$ cat config.mk
export PLATFORM = sky130hd
export DESIGN_NAME = ac_unit
export DESIGN_NICKNAME = d
export VERILOG_FILES = /design/src/rtl/ac_pkg.sv /design/src/rtl/ac_ctrl.sv /design/src/rtl/ac_unit.sv
export SDC_FILE = /design/constraint.sdc
export NUM_CORES = 1
export LEC_CHECK = 0
export ABC_AREA = 1
export BUFFER_PORTS_ARGS = -buffer_cell sky130_fd_sc_hd__buf_4
export CAP_MARGIN = 10
export CORE_ASPECT_RATIO = 0.5
export CORE_MARGIN = 2
export CORE_UTILIZATION = 25
export DETAILED_ROUTE_END_ITERATION = 6
export PLACE_DENSITY_LB_ADDON = 0.05
export SLEW_MARGIN = 20
export SYNTH_ARGS = -nofsm -noshare
export SYNTH_HDL_FRONTEND = slang
export SYNTH_HIERARCHICAL = 1
export SYNTH_SLANG_ARGS = --single-unit
$ cat constraint.sdc
create_clock -name clk -period 3.96 [get_ports clk]
set_input_delay 0.396 -clock clk [delete_from_list [all_inputs] [get_ports clk]]
set_output_delay 0.396 -clock clk [all_outputs]
set_load 0.05 [all_outputs]
$ cat src/rtl/ac_pkg.sv
`default_nettype none
// ============================================================================
// Module   : ac_pkg
// Purpose  : Shared constants and op-select types for the accumulator unit.
// Revision : 1.0  initial release
// ============================================================================
package ac_pkg;

  // IR bit positions (register-reference and I/O micro-ops)
  localparam int B_CLA = 11;
  localparam int B_CLE = 10;
  localparam int B_CMA = 9;
  localparam int B_CME = 8;
  localparam int B_CIR = 7;
  localparam int B_CIL = 6;
  localparam int B_INC = 5;
  localparam int B_SPA = 4;
  localparam int B_SNA = 3;
  localparam int B_SZA = 2;
  localparam int B_SZE = 1;
  localparam int B_INP = 11;

  // Decoder output indices
  localparam int D_AND = 0;
  localparam int D_ADD = 1;
  localparam int D_LDA = 2;
  localparam int D_IO  = 7;
  localparam int T_EXE = 3;
  localparam int T_MEM = 5;

  // AC op-select
  typedef enum logic [3:0] {
    OP_NOP = 4'd0,
    OP_AND = 4'd1,
    OP_ADD = 4'd2,
    OP_LDA = 4'd3,
    OP_CLR = 4'd4,
    OP_CMP = 4'd5,
    OP_SHR = 4'd6,
    OP_SHL = 4'd7,
    OP_INC = 4'd8,
    OP_INP = 4'd9
  } ac_op_t;

  // E op-select; LSB/MSB capture the bit shifted out of AC by a rotate
  typedef enum logic [2:0] {
    E_HOLD  = 3'd0,
    E_CLR   = 3'd1,
    E_CMP   = 3'd2,
    E_CARRY = 3'd3,
    E_LSB   = 3'd4,
    E_MSB   = 3'd5
  } e_op_t;

endpackage
`default_nettype wire

$ cat src/rtl/ac_ctrl.sv
`default_nettype none
// ============================================================================
// Module   : ac_ctrl
// Purpose  : Combinational AC/E control decode, skip and FGI-clear generation.
// Revision : 1.0  initial release
// ============================================================================
module ac_ctrl
  import ac_pkg::*;
(
  input  logic [7:0]  i_dec_t,
  input  logic [7:0]  i_dec_d,
  input  logic        i_iff,
  input  logic [11:0] i_ir,
  input  logic        i_ac_msb,
  input  logic        i_ac_zero,
  input  logic        i_e,
  output ac_op_t      o_ac_op,
  output e_op_t       o_e_op,
  output logic        o_skip,
  output logic        o_fgi_clr
);

  logic w_mem_and;
  logic w_mem_add;
  logic w_mem_lda;
  logic w_mem;
  logic w_r;
  logic w_p;
  logic w_unused;

  assign w_mem_and = i_dec_d[D_AND] & i_dec_t[T_MEM];
  assign w_mem_add = i_dec_d[D_ADD] & i_dec_t[T_MEM];
  assign w_mem_lda = i_dec_d[D_LDA] & i_dec_t[T_MEM];
  assign w_mem     = w_mem_and | w_mem_add | w_mem_lda;
  assign w_r       = i_dec_d[D_IO] & ~i_iff & i_dec_t[T_EXE];
  assign w_p       = i_dec_d[D_IO] &  i_iff & i_dec_t[T_EXE];

  // Decoder lines and IR bits that this unit does not act on
  assign w_unused = ^{i_dec_t[7:6], i_dec_t[4], i_dec_t[2:0], i_dec_d[6:3], i_ir[0]};

  // Priority decode: memory-reference first, then register-reference, then I/O
  always_comb begin
    o_ac_op   = OP_NOP;
    o_e_op    = E_HOLD;
    o_skip    = 1'b0;
    o_fgi_clr = 1'b0;
    if (w_mem) begin
      if (w_mem_and)      o_ac_op = OP_AND;
      else if (w_mem_add) begin
        o_ac_op = OP_ADD;
        o_e_op  = E_CARRY;
      end
      else                o_ac_op = OP_LDA;
    end
    else if (w_r) begin
      if (i_ir[B_CLA])      o_ac_op = OP_CLR;
      else if (i_ir[B_CMA]) o_ac_op = OP_CMP;
      else if (i_ir[B_CIR]) o_ac_op = OP_SHR;
      else if (i_ir[B_CIL]) o_ac_op = OP_SHL;
      else if (i_ir[B_INC]) o_ac_op = OP_INC;

      // E follows its own priority; a rotate still drives E if CLE/CME absent
      if (i_ir[B_CLE])      o_e_op = E_CLR;
      else if (i_ir[B_CME]) o_e_op = E_CMP;
      else if (i_ir[B_CIR]) o_e_op = E_LSB;
      else if (i_ir[B_CIL]) o_e_op = E_MSB;

      o_skip = (i_ir[B_SPA] & ~i_ac_msb) |
               (i_ir[B_SNA] &  i_ac_msb) |
               (i_ir[B_SZA] &  i_ac_zero) |
               (i_ir[B_SZE] & ~i_e);
    end
    else if (w_p) begin
      if (i_ir[B_INP]) begin
        o_ac_op   = OP_INP;
        o_fgi_clr = 1'b1;
      end
    end
  end

endmodule
`default_nettype wire

$ cat src/rtl/ac_unit.sv
`default_nettype none
// ============================================================================
// Module   : ac_unit
// Purpose  : Accumulator unit: AC/E registers, ALU and control decode.
//            Optional signed-overflow flag enabled by macro AC_OVF_EN.
// Revision : 1.0  initial release
// ============================================================================
module ac_unit
  import ac_pkg::*;
#(
  parameter int WORD_W = 16,
  parameter int IN_W   = 8
) (
  input  logic              clk,
  input  logic              rst,
  input  logic [7:0]        dec_t,
  input  logic [7:0]        dec_d,
  input  logic              iff_data,
  input  logic [11:0]       ir_data,
  input  logic [WORD_W-1:0] dr_data,
  input  logic [IN_W-1:0]   inpr_data,
  output logic [WORD_W-1:0] ac_q,
  output logic              e_q,
  output logic              skip,
  output logic              fgi_clr,
  output logic              ac_ovf
);

  logic [WORD_W-1:0] r_ac;
  logic              r_e;
  ac_op_t            w_ac_op;
  e_op_t             w_e_op;
  logic [WORD_W:0]   w_sum;
  logic [WORD_W-1:0] w_inp;
  logic [WORD_W-1:0] w_ac_next;
  logic              w_e_next;

  ac_ctrl u_ctrl (
    .i_dec_t   (dec_t),
    .i_dec_d   (dec_d),
    .i_iff     (iff_data),
    .i_ir      (ir_data),
    .i_ac_msb  (r_ac[WORD_W-1]),
    .i_ac_zero (r_ac == '0),
    .i_e       (r_e),
    .o_ac_op   (w_ac_op),
    .o_e_op    (w_e_op),
    .o_skip    (skip),
    .o_fgi_clr (fgi_clr)
  );

  assign w_sum = {1'b0, r_ac} + {1'b0, dr_data};

  // INP replaces only the low IN_W bits of AC
  always_comb begin
    w_inp             = r_ac;
    w_inp[IN_W-1:0]   = inpr_data;
  end

  // ALU: next AC value for the selected op
  always_comb begin
    w_ac_next = r_ac;
    case (w_ac_op)
      OP_AND:  w_ac_next = r_ac & dr_data;
      OP_ADD:  w_ac_next = w_sum[WORD_W-1:0];
      OP_LDA:  w_ac_next = dr_data;
      OP_CLR:  w_ac_next = '0;
      OP_CMP:  w_ac_next = ~r_ac;
      OP_SHR:  w_ac_next = {r_e, r_ac[WORD_W-1:1]};
      OP_SHL:  w_ac_next = {r_ac[WORD_W-2:0], r_e};
      OP_INC:  w_ac_next = r_ac + 1'b1;
      OP_INP:  w_ac_next = w_inp;
      default: w_ac_next = r_ac;
    endcase
  end

  // Next E value for the selected E op
  always_comb begin
    w_e_next = r_e;
    case (w_e_op)
      E_CLR:   w_e_next = 1'b0;
      E_CMP:   w_e_next = ~r_e;
      E_CARRY: w_e_next = w_sum[WORD_W];
      E_LSB:   w_e_next = r_ac[0];
      E_MSB:   w_e_next = r_ac[WORD_W-1];
      default: w_e_next = r_e;
    endcase
  end

  // AC and E registers
  always_ff @(posedge clk or posedge rst) begin
    if (rst) begin
      r_ac <= '0;
      r_e  <= 1'b0;
    end else begin
      r_ac <= w_ac_next;
      r_e  <= w_e_next;
    end
  end

  assign ac_q = r_ac;
  assign e_q  = r_e;

`ifdef AC_OVF_EN
  logic r_ovf;
  logic w_add_ovf;

  // Operands share a sign but the sum's sign differs
  assign w_add_ovf = (r_ac[WORD_W-1] == dr_data[WORD_W-1]) &&
                     (w_sum[WORD_W-1] != r_ac[WORD_W-1]);

  // Sticky overflow flag: set by an overflowing ADD, cleared by CLA or LDA
  always_ff @(posedge clk or posedge rst) begin
    if (rst) begin
      r_ovf <= 1'b0;
    end else if (w_ac_op == OP_CLR || w_ac_op == OP_LDA) begin
      r_ovf <= 1'b0;
    end else if (w_ac_op == OP_ADD && w_add_ovf) begin
      r_ovf <= 1'b1;
    end
  end

  assign ac_ovf = r_ovf;
`else
  assign ac_ovf = 1'b0;
`endif

endmodule
`default_nettype wire

# Word-level counts from Yosys, hierarchy flattened
# Index checks and enable logic that the tools add are counted.
totals:
  reg_bits: 17
  input_bits: 55
  output_inout_bits: 20
op_classes:
  addsub: 2
  n_eq_ne: 14
  muxes: 27
  reduce_logical: 5
  bitwise: 22
op_table:
  columns: ["cell", "n"]
  rows:
  - ["one-hot mux 16 bit (9 select lines)", 1]
  - ["two-way mux 4 bit", 10]
  - ["two-way mux 3 bit", 7]
  - ["adder 16 x 16 -> 17 bit", 1]
  - ["adder 16 x 1 -> 16 bit (second input constant)", 1]
  - ["AND 16 bit", 1]
  - ["== test 4 x 3 -> 1 bit (second input constant)", 4]
  - ["logical NOT 16 bit", 1]
  - ["NOT 16 bit", 1]
  - ["AND 1 bit", 11]
  - ["nonzero test 9 bit", 1]
  - ["== test 4 x 2 -> 1 bit (second input constant)", 2]
  - ["== test 4 bit (second input constant)", 2]
  - ["nonzero test 8 bit", 1]
  - ["two-way mux 1 bit", 7]
  - ["== test 3 x 2 -> 1 bit (second input constant)", 2]
  - ["== test 3 bit (second input constant)", 2]
  - ["OR 1 bit", 5]
  - ["one-hot mux 1 bit (5 select lines)", 1]
  - ["nonzero test 5 bit", 1]
  - ["== test 4 x 1 -> 1 bit (second input constant)", 1]
  - ["NOT 1 bit", 4]
  - ["== test 3 x 1 -> 1 bit (second input constant)", 1]
  - ["two-way mux 2 bit", 1]
  - ["AND reduction 2 bit", 1]

# Longest topological paths before layout
# Gate-level depths: netlist of the first run.
depth:
  depth_word: 10
  ltp_mapped: 19
  depth_no_buf: 18

# Modules after synthesis
# The synthesis of the first run kept the hierarchy.
modules_own_cells:
  columns: ["mod", "cells_each", "seq_area_each_um2", "area_per_inst_um2", "instances"]
  rows:
  - ["ac_unit", 563, 425.4, 3083.0, 1]
  - ["ac_ctrl", 61, 0.0, 271.5, 1]

# Worst setup path before layout of the first run
# Ideal clock, no wire load.
synth_path:
  path_kind: "reg-to-output"
  start: "register r_ac[1], in the netlist ac_q[1]"
  end: "output skip"
  stages_incl_launch_ff: 9
  t_arrival_ns: 2.141
  required_ns: 3.564
  path_buffers: 0
  slack_ns: 1.423
  path_cell_list: "dfrtp_1 inv_1 ha_1 nand3_1 nor4_1 nand2_1 nand2_1 nor2_1 nor2_1"
synth_via:
  elab_chain_cells: 6
synth_rtl:
  columns: ["item", "line_no", "rtl"]
  rows:
  - ["start, declared", "ac_unit.sv:29", "logic [WORD_W-1:0] r_ac;"]
  - ["start signal, assigned", "ac_unit.sv:96", "r_ac <= w_ac_next;"]
  - ["logical NOT 16 bit", "ac_unit.sv:44", ".i_ac_zero (r_ac == '0),"]
  - ["AND 1 bit", "ac_ctrl.sv:70", "(i_ir[B_SZA] & i_ac_zero) |"]
  - ["OR 1 bit", "ac_ctrl.sv:69", "(i_ir[B_SNA] & i_ac_msb) |"]
  - ["OR 1 bit", "ac_ctrl.sv:70", null]
  - ["two-way mux 1 bit", "ac_ctrl.sv:55", "else if (w_r) begin"]
  - ["two-way mux 1 bit", "ac_ctrl.sv:47", "if (w_mem) begin"]
  - ["end, declared", "ac_unit.sv:24", "output logic skip,"]
# No other way between the ends.

# Worst setup path in the final report of the first run
layout_path:
  start: "register r_ac[0], in the netlist ac_q[0]"
  end: "output skip"
# Same word-level chain as after synthesis.

==> flow_summary_export.csv, run 1 <==
group,metric,value,unit
logic_synthesis,synth_area_leaders,"nand2_1, dfrtp_1, inv_1, nor2_1, ha_1",
cts,cts_setup_buffers,0,
setup_path,reg2reg_to,"ac_q[14]$_DFFE_PP0P_",
hold_path,hold_path_class,"input port to async pin",
logic_synthesis,yosysTopAreaCell,"nand2_1",
routing,drtIter0Drc,333,
global_route,grt_pass1_vias,3892,
placement,pre_cts_ws,1.05,ns
timing,fin_skew,0.00227,ns
pwr,power_density,455,nW/um^2
die,num_io_pins,75,
global_route,grt_pass1_wl,21600,microns
final_layout,fillers,1496,
die,rows,29,
setup_path,max_stage_delay,0.67,ns
logic_synthesis,ys_ff_latch,17,
timing,rsz0062_at_grt,"false",
setup_path,rr_startpoint,"ac_q[0]$_DFFE_PP0P_",
setup_path,critPathBufInv,2,
setup_path,critPathRequiredTime,3.56,ns
logic_synthesis,syn_avg_cell_area,5.38,sq um
logic_synthesis,synth_edf_count,0,
logic_synthesis,yosys_warnings,6,
routing,first_pass_iters,5,
setup_path,cp_top_family,"simple AND/OR/NAND/NOR gates",
setup_path,crit_slowest_cell,"nor4_1",
setup_path,arrival,2.54,ns
final_layout,drive_gt1_frac,0.159,
cts,hold_buffers,0,
die,core,12900,sq um
global_route,antenna_found_initial,0,
setup_path,startpoint,"ac_q[0]$_DFFE_PP0P_",
timing,drv_slew,0,
die,fp.dieW,168,microns
final_layout,syn_to_final_growth,20.1,%
placement,dpl_cell_area,3950,sq um
global_route,grt_util_all_layers,0.195,
routing,wl_per_cell,16.2,microns
logic_synthesis,ys_types,40,
logic_synthesis,syn_inst,624,
timing,setup_viol,0,
logic_synthesis,synthFlopType,"dfrtp_1",
timing,worst_slew_pin_slew,0.727,ns
timing,min_period,2.94,ns
die,dieArea,14400,sq um
die,start_util,0.260,
final_layout,final_cell_area,4030,sq um
logic_synthesis,syn-num-nets,698,
routing,antenna_left,0,
final_layout,nets,755,
placement,dp_hpwl,11300,microns
cts,numCtsBuffers,3,
pwr,power,1.83,mW
cts,clk_pin_slew,0.05,ns
timing,fmax,0.340,GHz
routing,routed_wirelength,13800,microns
logic_synthesis,syn_area,3350,sq um
routing,route.detailed.drc,0,
final_layout,final_cell_mix,"nand2_1, inv_1, nor2_1, buf_4, nand3_1",
cts,cts_tree,"yes",
logic_synthesis,synth-async-reset-ratio,1.00,
logic_synthesis,yosysSeqAreaShare,0.127,
placement,io_buffers,62,
cts,cts-root-buf,"clkbuf_16",
job,max_cap_viol_count,0,
cts,cts.sinks,17,
pwr,ir_drop,0.000226,V
setup_path,cp-end-kind,"primary output",
timing,max_slew_margin,0.511,
timing,finalSetupTns,0,ns
setup_path,cp-start-kind,"flip-flop",
setup_path,worstSetupPathType,"flip-flop to primary output",
global_route,grt_max_degree,21,
status,status,"complete, no violations",
routing,via_count,4127,
pwr,p_leak,2.18,nW
timing,period_share,0.742,
placement,gp_congestion,0.859,
timing,timing.hold.ws,0.254,ns
cts,cts_max_path_buffers,2,
timing,hold_viol,0,
setup_path,r2r_cells,15,
timing,setup_ws,1.02,ns
setup_path,path_max_fanout,7,
logic_synthesis,yosysTopAreaCellShare,0.258,
cts,clock_latency,0.25,ns
setup_path,rrSetupSlack,1.50,ns
global_route,overflow,0,
final_layout,final_common_cell,"nand2_1",
cts,h-tree-depth,1,
cts,ctsResizeCount,0,
final_layout,antenna_cells,0,
die,die_y,85.9,microns
setup_path,crit_chain,"inv_1 -> ha_1 -> nand3_1 -> nor4_1 -> nand2_1 -> nand2_1 -> nor2_1 -> nor2_1 -> buf_4",
routing,avgViaCountPerCell,4.86,
[worst max-delay path by stage]
stage | depth (start not counted) | end | slack [ns]
after floorplan | 8 | skip | 1.42
after global placement | 15 | ac_q[8]$_DFFE_PP0P_ | 1.07
after detailed placement | 15 | ac_q[8]$_DFFE_PP0P_ | 1.05
after CTS | 9 | skip | 1.05
after global routing | 9 | skip | 0.80
final | 9 | skip | 1.02
[per-stage QoR]
stage / util / std cells
floorplan: - / 624
global placement: 0.307 / 846
detailed placement: 0.307 / 846
CTS: 0.313 / 850
global route: 0.313 / 850
finish: 0.313 / 850
[synthesized netlist by cell type, types with 2 or more instances]
library cell / instances
nand2_1: 231
buf_4: 3
and2_1: 2
o211ai_1: 5
or2_2: 5
o21ai_1: 9
nand3_2: 5
nor2_1: 62
nand3_1: 42
o21ai_0: 31
inv_1: 90
nor2_4: 4
nor3_1: 11
o22ai_1: 2
o2111ai_1: 3
a21oi_1: 23
ha_1: 18
nand3b_1: 5
buf_6: 4
nand4_1: 12
nand2_2: 5
buf_2: 2
nor2_2: 8
dfrtp_1: 17
inv_2: 10
[registers in the layout, indices dropped and copies added, names as in the netlist]
| register | flops |
|---|---|
| ac_q | 16 |
| e_q | 1 |
[area by class of cell]
class	count	area (sq um)	share of cell area
Tap cell	170	213	0.0528
Inverter	100	375	0.0932
Multi-Input combinational cell	497	2470	0.613
Sequential cell	17	425	0.106
Clock buffer	4	78.8	0.0196
Timing Repair Buffer	62	465	0.116
[cells by family after synthesis]
logic type,after synthesis,synth area share
AO/OA/AOI/OAI,78,0.129
XOR/XNOR,1,0.00261
adder cells (fa/ha/maj),19,0.0731
buffers and inverters,110,0.137
flip-flops,17,0.127
other,1,0.00112
AND/OR/NAND/NOR,398,0.530
[power by group]
group	internal (mW)	switching (mW)
sequential	0.229	0.164
clock	0.137	0.0674
combinational	0.388	0.850
[routing by layer]
layer	track usage	up-vias	routed length (microns)
met2	0.296	130	5500
li1	-	2090	-
met4	0.0245	0	137
met3	0.0318	8	822
met5	0	-	0
met1	0.295	1899	7300
(Power assumes the default switching activity.)
==> run 2: changes to the inputs <==
clock period = 2.6 ns   (was 3.96 ns; I/O delays follow)
==> flow_summary_export.csv, run 2 (synthesized netlist as in run 1, its figures left out) <==
group,metric,value,unit
status,status,"complete, no violations",
hold_path,hold_path_class,"input port to async pin",
placement,io_buffers,62,
cts,numCtsBuffers,3,
global_route,grt_pass1_vias,3882,
setup_path,crit_slowest_cell,"dfrtp_1",
setup_path,critPathRequiredTime,2.34,ns
placement,gp_congestion,0.892,
pwr,p_leak,2.28,nW
cts,cts_tree,"yes",
setup_path,max_stage_delay,0.37,ns
final_layout,regArea,425,sq um
cts,h-tree-depth,1,
die,core,12900,sq um
die,start_util,0.260,
die,dieArea,14400,sq um
routing,route.detailed.drc,0,
cts,cts-root-buf,"clkbuf_16",
routing,avgViaCountPerCell,4.70,
setup_path,rrSetupSlack,0.46,ns
timing,drv_slew,0,
global_route,antenna_found_initial,0,
final_layout,drive_gt1_frac,0.185,
setup_path,worstSetupPathType,"flip-flop to primary output",
setup_path,reg2reg_to,"ac_q[13]$_DFFE_PP0P_",
final_layout,final_cell_mix,"nand2_1, inv_1, buf_4, nor2_1, nand3_1",
routing,antenna_left,0,
final_layout,multiInputGateArea,2480,sq um
timing,worst_slew_pin_slew,0.709,ns
routing,routed_wirelength,14000,microns
pwr,power_density,697,nW/um^2
routing,via_count,4091,
setup_path,rr_startpoint,"ac_q[2]$_DFFE_PP0P_",
timing,max_slew_margin,0.527,
pwr,p_seq_frac,0.185,
job,max_cap_viol_count,0,
cts,clock_latency,0.26,ns
timing,period_share,0.929,
routing,drtIter0Drc,301,
final_layout,fillers,1533,
final_layout,antenna_cells,0,
timing,rsz0062_at_grt,"false",
cts,hold_buffers,0,
pwr,clock_power_share,0.109,
placement,dp_hpwl,11700,microns
pwr,comb_power_share,0.706,
final_layout,syn_to_final_growth,25.0,%
die,num_io_pins,75,
setup_path,crit_chain,"inv_1 -> ha_1 -> nand3_1 -> nor4_2 -> buf_4 -> nand2_1 -> nand2_1 -> nor2_1 -> nor2_1 -> buf_4",
pwr,intPower,1.23,mW
timing,fin_skew,0.00308,ns
global_route,grt_pass1_wl,21900,microns
cts,cts_max_path_buffers,2,
timing,timing.hold.ws,0.120,ns
cts,cts.sinks,17,
timing,min_period,2.42,ns
pwr,sw_frac_of_total,0.579,
pwr,ir_drop,0.000303,V
setup_path,path_max_fanout,6,
final_layout,nets,776,
global_route,overflow,0,
setup_path,cp-start-kind,"flip-flop",
cts,clk_pin_slew,0.05,ns
routing,wl_per_cell,16.0,microns
pwr,power.switching,1.69,mW
setup_path,arrival,2.16,ns
timing,hold_viol,0,
die,fp.dieW,168,microns
timing,setup_viol,0,
timing,fmax,0.414,GHz
routing,first_pass_iters,5,
die,rows,29,
global_route,grt_util_all_layers,0.198,
final_layout,final_common_cell,"nand2_1",
setup_path,cp-end-kind,"primary output",
die,die_y,85.9,microns
final_layout,largest_reg_flops,16,
setup_path,r2r_cells,10,
timing,finalSetupTns,0,ns
global_route,grt_max_degree,21,
[run 2: timing repair]
action                     CTS  global route
setup endpoints to repair    0             1
resized for setup            0             1
buffers inserted             0             0
[run 2: stage by stage]
stage                util  cells  worst slack (ns)  cell area [sq um]  total power, mW
finish              0.325    871             0.184               4190             2.92
detailed placement  0.319    867             0.220               4110             2.59
floorplan               -    624             0.199               3350             1.84
global placement    0.319    867             0.267               4110             2.59
global route        0.325    871            0.0679               4190             3.21
CTS                 0.325    871             0.177               4190             2.92
[run 2: area by class of cell]
cell class              instances  area share
inverters                     100      0.0895
repair buffers                 83       0.149
multi-input cells             497       0.591
well taps                     170      0.0507
flip-flops and latches         17       0.101
clock buffers                   4      0.0188
[run 2: how the worst max path moves through the flow]
stage                              startpoint                   end  slack, ns  depth (start not counted)
after floorplan           ac_q[1]$_DFFE_PP0P_                  skip       0.20                          8
after global placement               dec_t[5]  ac_q[10]$_DFFE_PP0P_       0.27                         19
after detailed placement             dec_t[5]  ac_q[10]$_DFFE_PP0P_       0.22                         19
after CTS                 ac_q[1]$_DFFE_PP0P_                  skip       0.18                         10
after global routing      ac_q[1]$_DFFE_PP0P_                  skip       0.07                         10
final                     ac_q[1]$_DFFE_PP0P_                  skip       0.18                         10
[run 2: power by group through the flow]
stage | registers, mW | clock network (mW) | logic [mW]
after floorplan | 0.795 | 0 | 1.05
after global placement | 0.549 | 0 | 2.04
after detailed placement | 0.547 | 0 | 2.04
after CTS | 0.542 | 0.327 | 2.05
after global routing | 0.557 | 0.341 | 2.31
final | 0.541 | 0.318 | 2.06
[run 2: worst max-delay path: cells and delay by family, from the launching register on]
kind / cells / cell delay [ns]
fa+ha+maj: 1 / 0.26
buf+inv: 3 / 0.60
flops: 1 / 0.37
simple gates: 6 / 0.66
[run 2: per-layer routing]
| layer | vias to the layer above | share of wire | wire, microns | GRT usage |
|---|---|---|---|---|
| li1 | 2137 | - | - | - |
| met1 | 1835 | 0.53 | 7400 | 0.291 |
| met2 | 109 | 0.39 | 5510 | 0.299 |
| met3 | 10 | 0.066 | 921 | 0.0498 |
| met4 | 0 | 0.0090 | 126 | 0.0245 |
| met5 | - | 0 | 0 | 0 |
